`src/rtl/mem_bus_arbiter.sv`:
```
// Two-port to one-port memory arbiter: grants the instruction or data channel onto a
// registered shared memory request and steers the completion back to the owning port.
module mem_bus_arbiter #(
   parameter int ADDR_WIDTH    = 32,
   parameter int DATA_WIDTH    = 32,
   parameter int DATA_PRIORITY = 1
) (
   input  logic                    clk,
   input  logic                    rst_n,
   // instruction channel
   input  logic                    imem_valid_i,
   output logic                    imem_ready_o,
   input  logic [ADDR_WIDTH-1:0]   imem_addr_i,
   input  logic [DATA_WIDTH-1:0]   imem_wdata_i,
   input  logic [DATA_WIDTH/8-1:0] imem_we_i,
   output logic [DATA_WIDTH-1:0]   imem_rdata_o,
   // data channel
   input  logic                    dmem_valid_i,
   output logic                    dmem_ready_o,
   input  logic [ADDR_WIDTH-1:0]   dmem_addr_i,
   input  logic [DATA_WIDTH-1:0]   dmem_wdata_i,
   input  logic [DATA_WIDTH/8-1:0] dmem_we_i,
   output logic [DATA_WIDTH-1:0]   dmem_rdata_o,
   // shared memory port
   output logic                    mem_valid_o,
   input  logic                    mem_ready_i,
   output logic [ADDR_WIDTH-1:0]   mem_addr_o,
   output logic [DATA_WIDTH-1:0]   mem_wdata_o,
   output logic [DATA_WIDTH/8-1:0] mem_we_o,
   input  logic [DATA_WIDTH-1:0]   mem_rdata_i
);

   localparam int BE_WIDTH = DATA_WIDTH / 8;

   typedef enum logic [1:0] {
      IDLE   = 2'd0,
      BUSY_I = 2'd1,
      BUSY_D = 2'd2
   } state_t;

   state_t                r_state;
   state_t                w_state_nxt;
   logic                  r_rr_dmem;   // data port wins the next round-robin tie
   logic                  r_mem_valid;
   logic [ADDR_WIDTH-1:0] r_mem_addr;
   logic [DATA_WIDTH-1:0] r_mem_wdata;
   logic [BE_WIDTH-1:0]   r_mem_we;

   logic                  w_grant_i;
   logic                  w_grant_d;
   logic                  w_done;
   logic                  w_dmem_wins;

   assign w_dmem_wins = dmem_valid_i &
                        (~imem_valid_i | (DATA_PRIORITY != 0) | r_rr_dmem);

   always_comb begin
      w_state_nxt = r_state;
      w_grant_i   = 1'b0;
      w_grant_d   = 1'b0;
      w_done      = 1'b0;
      case (r_state)
         IDLE: begin
            if (w_dmem_wins) begin
               w_grant_d   = 1'b1;
               w_state_nxt = BUSY_D;
            end else if (imem_valid_i) begin
               w_grant_i   = 1'b1;
               w_state_nxt = BUSY_I;
            end
         end
         BUSY_I, BUSY_D: begin
            if (mem_ready_i) begin
               w_done      = 1'b1;
               w_state_nxt = IDLE;
            end
         end
         default: w_state_nxt = IDLE;
      endcase
   end

   always_ff @(posedge clk) begin
      if (!rst_n) begin
         r_state     <= IDLE;
         r_rr_dmem   <= 1'b0;
         r_mem_valid <= 1'b0;
         r_mem_addr  <= '0;
         r_mem_wdata <= '0;
         r_mem_we    <= '0;
      end else begin
         r_state <= w_state_nxt;
         if (w_grant_d) begin
            r_mem_valid <= 1'b1;
            r_mem_addr  <= dmem_addr_i;
            r_mem_wdata <= dmem_wdata_i;
            r_mem_we    <= dmem_we_i;
         end else if (w_grant_i) begin
            r_mem_valid <= 1'b1;
            r_mem_addr  <= imem_addr_i;
            r_mem_wdata <= imem_wdata_i;
            r_mem_we    <= imem_we_i;
         end else if (w_done) begin
            r_mem_valid <= 1'b0;
            r_rr_dmem   <= (r_state == BUSY_I);
         end
      end
   end

   // Gated by rst_n so a completion arriving while reset is held never leaks out.
   assign imem_ready_o = rst_n & (r_state == BUSY_I) & mem_ready_i;
   assign dmem_ready_o = rst_n & (r_state == BUSY_D) & mem_ready_i;
   assign imem_rdata_o = mem_rdata_i;
   assign dmem_rdata_o = mem_rdata_i;

   assign mem_valid_o = r_mem_valid;
   assign mem_addr_o  = r_mem_addr;
   assign mem_wdata_o = r_mem_wdata;
   assign mem_we_o    = r_mem_we;

endmodule
```
`config.mk`:
```
export PLATFORM = sky130hd
export DESIGN_NAME = mem_bus_arbiter
export DESIGN_NICKNAME = d
export VERILOG_FILES = /design/src/rtl/mem_bus_arbiter.sv
export SDC_FILE = /design/constraint.sdc
export NUM_CORES = 1
export LEC_CHECK = 0
export BUFFER_PORTS_ARGS = -buffer_cell sky130_fd_sc_hd__buf_4
export CORE_AREA = 10 10 110 112
export CTS_BUF_LIST = sky130_fd_sc_hd__clkbuf_8 sky130_fd_sc_hd__clkbuf_16
export CTS_CLUSTER_DIAMETER = 100
export CTS_CLUSTER_SIZE = 40
export DETAILED_ROUTE_END_ITERATION = 12
export DIE_AREA = 0 0 120 122
export PLACE_DENSITY = 0.77
export SKIP_CTS_REPAIR_TIMING = 1
export SLEW_MARGIN = 20
export SYNTH_ARGS = -nofsm -noshare
export SYNTH_HDL_FRONTEND = slang
export SYNTH_SLANG_ARGS = --single-unit
```
`constraint.sdc`:
```
create_clock -name clk -period 1.91 [get_ports clk]
set_input_delay 0.2865 -clock clk [delete_from_list [all_inputs] [get_ports clk]]
set_output_delay 0.2865 -clock clk [all_outputs]
set_load 0.05 [all_outputs]
```
==> out/qor.yml <==
maxCapViolCount: 0
ys_ff_latch: 71
timing.rr.start: "r_state[1]"
ir_drop_v: 0.000474
num_rows: 37
initial_utilization_pct: 35.7
syn_nets: 643
path_clk_slew_ps: 80
rsz0062_at_grt: "no"
dieWidth_um: 120
synthAdderAreaFrac_pct: 1.40
post-synth-top-count-cell: "a21oi_1"
cp-end-kind: "register"
grt_remaining_overflow: 0
synthFlopType: "dfxtp_1"
leakage_nw: 2.28
fp.dieH_um: 122
fillers: 960
drtPass1Iterations: 4
final-hold-violation-count: 0
synth.largest_area_cell: "dfxtp_1"
io_buffers: 211
worst_pin_slew_ps: 483
syn_to_final_growth_pct: 39.8
grt_pass1_wl_mm: 19.3
antennaDiodeCount: 0
slew_viol_final: 0
antenna_found_initial: 0
path_max_fanout: 24
worstHoldPathType: "in -> reg"
drc: 0
setup_viol: 0
ys_types: 25
fin_tns_setup_ps: 0
synth-edff-count: 0
synth-compound-area-share_pct: 30.2
finClkSkew_ps: 10.3
synthXorXnorAreaFrac_pct: 0
crit_required_ps: 2180
fin_nets: 772
fin_crit_sh_pct: 91.1
power_density_nw_per_um2: 947
clock_latency_ps: 340
ctsHtreeMaxLevel: 3
gp_congestion: 0.784
synth_top_family_by_area: "compound AO/OA/AOI/OAI gates"
ant_nets: 0
die_area_sq_um: 14600
synthSimpleGateAreaFrac_pct: 9.70
wire_per_inst_um: 17.0
via_per_inst: 4.98
numCtsBuffers: 9
timing.hold.ws_ps: 218
avgSynthCellArea_sq_um: 7.69
synth.area.top_cells: "dfxtp_1 40%, a21oi_1 17%, buf_4 14%"
crit_start: "r_state[1]"
hp-start: "imem_addr_i[0]"
muxShareOfSynthArea_pct: 0
cts.sinks: 71
root_buffer: "clkbuf_8"
drive_gt1_share_pct: 41.2
drtIter0Drc: 163
synthArstFlopShare_pct: 0
slew-limit-headroom_pct: 67.8
grt_pass1_vias: 3849
fmax_mhz: 575
layout_min_cycle_time_ps: 1740
num_io_pins: 308
wirelength_mm: 12.5
netlist_instances: 466
netlist_area_sq_um: 3580
grt_max_degree: 69
critPathLaunchType: "register"
synth_commonest_cells: "120 x a21oi_1, 71 x dfxtp_1, 67 x nand2_1, 67 x o21ai_0, 66 x buf_4"
ys_warn_count: 0
ys_seq_area_share_pct: 39.7
synthDominantCellAreaShare_pct: 39.7
status: "finished clean"
cts_tree: "done"
via_count: 3667
path_class: "reg -> reg"
groute.usage.overall_pct: 16.2
cp_data_arrival_time_ps: 2010
coreArea_sq_um: 10000
dp_hpwl_mm: 9.58
ctsLongestPathBuffers: 2
## worst paths after layout
path | end | slack [ps] | depth (start not counted)
max | mem_addr_o[2] | 170 | 6
min reg2reg | mem_wdata_o[8] | 450 | 2
min | mem_addr_o[0] | 220 | 3
max reg2reg | mem_addr_o[2] | 170 | 6
## layout by cell type, fill, tap and decap left out, drive strengths merged
cell	instances
a21boi	3
a21oi	130
and2	1
and3	2
and3b	1
buf	220
bufinv	1
clkbuf	10
clkinv	3
dfxtp	71
ha	4
inv	4
nand2	67
nand2b	2
nand3b	1
nand4b	1
nor2	3
nor2b	1
nor3	3
nor3b	1
o21ai	67
o221ai	3
o31a	1
## critical path, stage by stage (launching register included)
cell     delay (ps)
dfxtp_1         330
inv_1           100
ha_1            220
and3b_2         500
buf_12          240
a21oi_1          90
a21oi_1         170
## stage by stage
stage / util (%) / instance area [sq um] / total power, mW / cells / setup WS (ps)
5_1_grt: 49.9 / 5010 / 5.02 / 736 / 22.6
6_report: 49.9 / 5010 / 4.74 / 736 / 171
3_3_place_gp: 48.0 / 4820 / 3.57 / 720 / 287
3_5_place_dp: 48.0 / 4820 / 3.61 / 720 / 200
2_1_floorplan: - / 3580 / 3.28 / 466 / 440
4_1_cts: 49.9 / 5010 / 4.82 / 736 / 177
## power breakdown
group          leakage (nW)  internal [mW]  switching (mW)
sequential            0.590           1.67          0.0965
combinational          1.58          0.648            1.15
clock                 0.108          0.623           0.557
## cell families (layout without fill, tap and decap cells)
| family | after synthesis | after routing |
|---|---|---|
| AO/OA/AOI/OAI | 204 | 204 |
| buffers and inverters | 104 | 238 |
| AND/OR/NAND/NOR | 83 | 83 |
| flip-flops | 71 | 71 |
| adder cells (fa/ha/maj) | 4 | 4 |
## sequential cells by signal, summed over array words and instances (netlist names)
signal and flops:
mem_wdata_o 32, mem_addr_o 32, mem_we_o 4, mem_valid_o 1, r_state 2
## layout make-up
cell class                      instances  area [sq um]  share of cell area, %
Clock buffer                           10           138                   2.75
Inverter                                2          7.51                  0.150
Timing Repair Buffer                  220          1740                   34.7
Multi-Input combinational cell        291          1480                   29.6
Clock inverter                          6          52.6                   1.05
Sequential cell                        71          1420                   28.4
Tap cell                              136           170                   3.39
## metal layers
metal | up-vias | share of wire, % | GRT usage [%]
li1 | 1785 | - | -
met1 | 1670 | 36 | 16.0
met2 | 170 | 49 | 27.7
met3 | 42 | 12 | 7.96
met4 | 0 | 3.2 | 8.60
met5 | - | 0 | 0
Note: power is estimated with default switching activity, not from simulation.
